--- config.mk ---
export PLATFORM = sky130hd
export DESIGN_NAME = addsub_serial
export DESIGN_NICKNAME = d
export VERILOG_FILES = /design/src/rtl/addsub_pkg.sv /design/src/rtl/chunk_adder.sv /design/src/rtl/addsub_serial.sv
export SDC_FILE = /design/constraint.sdc
export NUM_CORES = 1
export LEC_CHECK = 0
export CORE_ASPECT_RATIO = 0.5
export CORE_UTILIZATION = 35
export CTS_CLUSTER_DIAMETER = 60
export DETAILED_ROUTE_END_ITERATION = 7
export PLACE_DENSITY_LB_ADDON = 0.25
export RECOVER_POWER = 25
export SLEW_MARGIN = 20
export SYNTH_ARGS = -nofsm -noshare
export SYNTH_HDL_FRONTEND = slang
export SYNTH_HIERARCHICAL = 1
export SYNTH_SLANG_ARGS = --single-unit
export TNS_END_PERCENT = 1
--- constraint.sdc ---
create_clock -name clk -period 3.3 [get_ports clk]
set_input_delay 0.825 -clock clk [delete_from_list [all_inputs] [get_ports clk]]
set_output_delay 0.825 -clock clk [all_outputs]
set_load 0.03 [all_outputs]
--- src/rtl/addsub_pkg.sv ---
// Shared types for the chunk-serial add/subtract datapath.
// Latency: n/a (types, constants and a width helper only).
// Backpressure: n/a.
package addsub_pkg;

    typedef enum logic [1:0] {
        IDLE = 2'd0,
        CALC = 2'd1,
        FIX  = 2'd2,
        DONE = 2'd3
    } state_t;

    localparam logic OP_ADD = 1'b0;
    localparam logic OP_SUB = 1'b1;

    // Chunk index width; a single-chunk configuration still needs one bit.
    function automatic int unsigned idx_width(input int unsigned n);
        return (n > 1) ? $clog2(n) : 1;
    endfunction

endpackage

--- src/rtl/chunk_adder.sv ---
// CHUNK-bit ripple of full adders, shared by the add/subtract and negate passes.
// Latency: purely combinational.
// Backpressure: none; the caller sequences chunks.
module chunk_adder #(
    parameter int CHUNK = 4
) (
    input  logic [CHUNK-1:0] x,
    input  logic [CHUNK-1:0] y,
    input  logic             cin,
    output logic [CHUNK-1:0] sum,
    output logic             cout,
    output logic             cmsb
);

    logic [CHUNK:0] c;

    assign c[0] = cin;

    for (genvar i = 0; i < CHUNK; i++) begin : g_fa
        assign sum[i]  = x[i] ^ y[i] ^ c[i];
        assign c[i+1]  = (x[i] & y[i]) | (x[i] & c[i]) | (y[i] & c[i]);
    end

    assign cout = c[CHUNK];
    // Carry into the top bit; XOR with cout gives signed overflow on the last chunk.
    assign cmsb = c[CHUNK-1];

endmodule

--- src/rtl/addsub_serial.sv ---
// Chunk-serial two's-complement add/subtract with carry/ovf flags; ADDSUB_SERIAL_ABS_EN adds |a-b| output.
// Latency: NCH+1 cycles from accept to out_valid (2*NCH+1 when a negative difference is negated).
// Backpressure: in_ready only in IDLE; result/flags held stable in DONE until out_ready.
module addsub_serial
    import addsub_pkg::*;
#(
    parameter int WIDTH = 16,
    parameter int CHUNK = 4
) (
    input  logic             clk,
    input  logic             rst_n,
    input  logic             in_valid,
    output logic             in_ready,
    input  logic             op,
    input  logic [WIDTH-1:0] a,
    input  logic [WIDTH-1:0] b,
    output logic             out_valid,
    input  logic             out_ready,
    output logic [WIDTH-1:0] result,
    output logic             carry,
    output logic             ovf,
    output logic             neg
);

    localparam int NCH   = WIDTH / CHUNK;
    localparam int IDX_W = int'(idx_width(NCH));
    localparam logic [IDX_W-1:0] LAST_IDX = IDX_W'(NCH - 1);

    if (CHUNK < 1 || WIDTH < CHUNK || (WIDTH % CHUNK) != 0) begin : g_cfg_err
        $error("addsub_serial: WIDTH must be a non-zero multiple of CHUNK");
    end

    state_t           state_q, state_d;
    logic [WIDTH-1:0] a_q, b_q, res_q;
    logic             cin_q, carry_q, ovf_q;
    logic [IDX_W-1:0] idx_q;

    logic [CHUNK-1:0] cx, cy, csum;
    logic             cout, cmsb;
    logic             last;
    logic             fix_go;

    assign last = (idx_q == LAST_IDX);

`ifdef ADDSUB_SERIAL_ABS_EN
    logic op_q, neg_q;
    // Negative difference: subtract that produced a borrow on the final chunk.
    assign fix_go = op_q & ~cout;
    assign neg    = neg_q;
`else
    assign fix_go = 1'b0;
    assign neg    = 1'b0;
`endif

    // Chunk operand select: operands during CALC, inverted result (+cin) during FIX.
    always_comb begin
        cx = a_q[idx_q*CHUNK +: CHUNK];
        cy = b_q[idx_q*CHUNK +: CHUNK];
        if (state_q == FIX) begin
            cx = ~res_q[idx_q*CHUNK +: CHUNK];
            cy = '0;
        end
    end

    chunk_adder #(.CHUNK(CHUNK)) u_chunk_adder (
        .x    (cx),
        .y    (cy),
        .cin  (cin_q),
        .sum  (csum),
        .cout (cout),
        .cmsb (cmsb)
    );

    // State register.
    always_ff @(posedge clk or negedge rst_n) begin
        if (!rst_n) state_q <= IDLE;
        else        state_q <= state_d;
    end

    // Next-state logic.
    always_comb begin
        state_d = state_q;
        case (state_q)
            IDLE: if (in_valid)  state_d = CALC;
            CALC: if (last)      state_d = fix_go ? FIX : DONE;
            FIX:  if (last)      state_d = DONE;
            DONE: if (out_ready) state_d = IDLE;
            default:             state_d = IDLE;
        endcase
    end

    // Handshake outputs decoded from state.
    always_comb begin
        in_ready  = (state_q == IDLE);
        out_valid = (state_q == DONE);
    end

    // Operand capture, chunk write-back, carry chain and flag registers.
    always_ff @(posedge clk or negedge rst_n) begin
        if (!rst_n) begin
            a_q     <= '0;
            b_q     <= '0;
            res_q   <= '0;
            cin_q   <= 1'b0;
            carry_q <= 1'b0;
            ovf_q   <= 1'b0;
            idx_q   <= '0;
`ifdef ADDSUB_SERIAL_ABS_EN
            op_q    <= 1'b0;
            neg_q   <= 1'b0;
`endif
        end else begin
            case (state_q)
                IDLE: begin
                    if (in_valid) begin
                        a_q   <= a;
                        // Subtract as a + ~b + 1; the +1 enters as the first carry-in.
                        b_q   <= (op == OP_SUB) ? ~b : b;
                        cin_q <= op;
                        idx_q <= '0;
`ifdef ADDSUB_SERIAL_ABS_EN
                        op_q  <= op;
                        neg_q <= 1'b0;
`endif
                    end
                end
                CALC: begin
                    res_q[idx_q*CHUNK +: CHUNK] <= csum;
                    cin_q <= cout;
                    idx_q <= idx_q + 1'b1;
                    if (last) begin
                        carry_q <= cout;
                        ovf_q   <= cmsb ^ cout;
                        idx_q   <= '0;
`ifdef ADDSUB_SERIAL_ABS_EN
                        if (fix_go) begin
                            cin_q <= 1'b1;
                            neg_q <= 1'b1;
                        end
`endif
                    end
                end
`ifdef ADDSUB_SERIAL_ABS_EN
                FIX: begin
                    res_q[idx_q*CHUNK +: CHUNK] <= csum;
                    cin_q <= cout;
                    idx_q <= last ? '0 : idx_q + 1'b1;
                end
`endif
                default: ;
            endcase
        end
    end

    assign result = res_q;
    assign carry  = carry_q;
    assign ovf    = ovf_q;

endmodule

==> impl_metrics.csv <==
group,metric,value,unit
detailed_routing,routed_wl,6465,um
placed_design,hpwl,4924,um
logic_synthesis,ys_types,31,
logic_synthesis,synth_nets,306,
power_and_ir_drop,vdd_drop_max,0.4227,mV
global_routing,grt_pass1_wl,10180,um
detailed_routing,wire_per_inst,15.21,um
detailed_routing,drtPass1Iterations,4,
worst_setup_path,cp-end-kind,"flip-flop",
clock_tree,clk_latency,0.29,ns
power_and_ir_drop,finalPower,3929,uW
power_and_ir_drop,leakage,0.001636,uW
sta,maxSlewViolCount,0,
sta,period_minus_slack,3.137,ns
detailed_routing,vias_per_cell,4.816,
finish,synthToLayoutAreaGrowth,28.61,%
logic_synthesis,ys_warn_count,6,
sta,tightest_slew,1.364,ns
sta,period_share,95.06,%
finish,fillCellCount,749,
detailed_routing,final_antenna_net_count,0,
worst_setup_path,r2r_cells,12,
die,die_area,8929,sq um
worst_setup_path,crit_buf_inv,4,
worst_setup_path,crit_type,"reg2reg",
global_routing,grt_start_max_net_pins,32,
global_routing,grt_pass1_vias,2040,
logic_synthesis,synth_ff_type,"dfrtp_1",
power_and_ir_drop,power.density,1023,nW/um^2
die,die_w,132.6,um
logic_synthesis,syn_inst,254,
logic_synthesis,yosys_register_bits,55,
die,die_y,67.32,um
finish,nets,364,
placed_design,port_buffers,56,
clock_tree,numClockSinks,55,
die,core_area,8144,sq um
worst_setup_path,path_delay_family,"adder cells",
sta,finalHoldViolations,0,
worst_setup_path,worst-path-max-fanout,4,
outcome,status,"complete, no violations",
die,num_rows,23,
worst_setup_path,slowest_stage,"mux4_1",
finish,drive_above_1_share,15.02,%
min_path,holdCritPathClass,"reg2reg",
sta,slew-limit-headroom,9.061,%
worst_setup_path,r2r_slack,0.16,ns
finish,fin_util,47.17,%
clock_tree,clk_path_buf_depth,2,
logic_synthesis,ys_seq_area_share,46.08,%
worst_setup_path,crit_chain,"mux4_1, nor2b_1, inv_1, fa_1, inv_1, fa_1, fa_2, inv_1, fa_1, inv_2, nand3_1, o21ai_0",
sta,fin_ws,0.1632,ns
worst_setup_path,cp.depth,12,
detailed_routing,route.detailed.drc,0,
sta,rsz0062_at_grt,"no",
logic_synthesis,syn_area,2987,sq um
clock_tree,cts_buffers,5,
worst_setup_path,worstPathRequired,3.51,ns
clock_tree,cts_root_buf,"clkbuf_16",
detailed_routing,drt_iter0_markers,117,
global_routing,grt_use_total,14.68,%
placed_design,gp_congestion,0.8191,
clock_tree,cts_hold_buf,0,
clock_tree,clk_pin_slew,0.07,ns
sta,clock_skew,0.005594,ns
detailed_routing,vias,2047,
finish,seqCellArea,1378,sq um
worst_setup_path,worst_path_largest_cell_delay,0.58,ns
flow_run,drv_cap,0,
placed_design,dp_slack,-0.01481,ns
worst_setup_path,crit_path_start_kind,"flip-flop",
clock_tree,cts_max_level,2,
logic_synthesis,syn_area_per_cell,11.76,sq um
sta,fmax,0.3188,GHz
min_path,whs_path_depth,2,
logic_synthesis,synth_edf_count,0,
global_routing,grt_antenna_before_repair,0,
sta,setup_viol,0,
logic_synthesis,postSynth.asyncResetShare,100.0,%
sta,timing.hold.ws,0.4802,ns
finish,n_antenna_cell,0,
finish,multi_input_area,1476,sq um
die,initial_utilization,36.67,%
clock_tree,cts_tree,"built",
die,boundaryPins,58,
global_routing,overflow,0,
worst_setup_path,worstPathArrival,3.34,ns
==> cells in the final DEF (no fill, tap or decap), types with 10 or more instances in the layout <==
| cell | instances |
|---|---|
| clkdlybuf4s50_1 | 55 |
| dfrtp_1 | 54 |
| nand2_1 | 28 |
| o21ai_0 | 21 |
| mux2_2 | 18 |
| xnor2_1 | 17 |
| mux2i_1 | 16 |
| inv_1 | 14 |
| a22o_1 | 14 |
| ha_1 | 10 |
==> worst reg2reg max path, cell delays in order, from the launching register on <==
cell     delay (ns)
dfrtp_2        0.42
mux4_1         0.58
nor2b_1        0.15
inv_1          0.07
fa_1           0.17
inv_1          0.05
fa_1           0.40
fa_2           0.36
inv_1          0.08
fa_1           0.44
inv_2          0.10
nand3_1        0.07
o21ai_0        0.15
==> stage by stage <==
stage	instances	TNS, ns	instance area (sq um)
after floorplan	254	0	2987
after global placement	415	0	3638
after detailed placement	415	-0.01481	3638
after CTS	423	0	3786
after global routing	425	0	3841
final	425	0	3841
==> layer usage <==
layer  vias up  GRT usage (%)  routed length [um]
li1       1002              -                   -
met1       995          19.92                3072
met2        45          24.87                3127
met3         5          2.553                 221
met4         0          3.448                  44
met5         -              0                   0
==> synth_stat cells, drive strengths merged (5+ instances only) <==
library cell | count | area, sq um
ha | 11 | 137.6
nand2 | 28 | 105.1
nand3 | 6 | 30.03
nor2 | 5 | 26.27
dfrtp | 55 | 1376
nor2b | 6 | 37.54
a22o | 14 | 122.6
mux2 | 18 | 202.7
xnor2 | 17 | 148.9
mux2i | 17 | 170.2
a221oi | 5 | 50.04
inv | 16 | 60.06
buf | 9 | 86.33
o21ai | 21 | 105.1
==> power breakdown <==
group          total (uW)  internal [uW]  leakage (uW)  switching (uW)
Sequential           1180            975      0.000699             208
Combinational        2230           1000      0.000872            1230
Clock                 516            280     0.0000658             236
==> sequential cells by signal, indices dropped and copies added, names as in the netlist <==
name / flops
idx_q: 2
carry: 1
ovf: 1
a_q: 16
result: 16
state_q: 2
b_q: 16
cin_q: 1
==> cell families (layout without fill, tap and decap cells) <==
group	after synthesis	after routing	synth area share (%)
muxes	39	39	16.00
other	1	1	0.1256
xor gates and xnor gates	17	17	4.985
adders and majority gates	15	15	7.290
AOI/OAI and AO/OA	47	47	10.89
buffers and inverters	29	88	5.404
and+or+nand+nor	51	51	9.216
DFF	55	55	46.08
==> path summary, 6_finish.rpt <==
kind	start	endpoint
setup / recovery	idx_q[0]	result[3]
hold / removal	b_q[8]	b_q[8]
setup reg to reg	idx_q[0]	result[3]
hold reg to reg	b_q[8]	b_q[8]
max in group asynchronous	rst_n	a_q[0]
min in group asynchronous	rst_n	b_q[15]
==> timing repair <==
item                       CTS  global route
setup buffers                0             1
gates cloned                 0             1
resized for setup            1             8
setup endpoints to repair    1             5
==> final cells by class <==
class                           instances  area share (%)
Tap cell                              112           3.648
Sequential cell                        55           35.86
Multi-Input combinational cell        170           38.44
Clock inverter                          3          0.5212
Timing Repair Buffer                   64           16.71
Inverter                               16           1.564
Clock buffer                            5           3.257
Power figures use the tool's default switching activity.
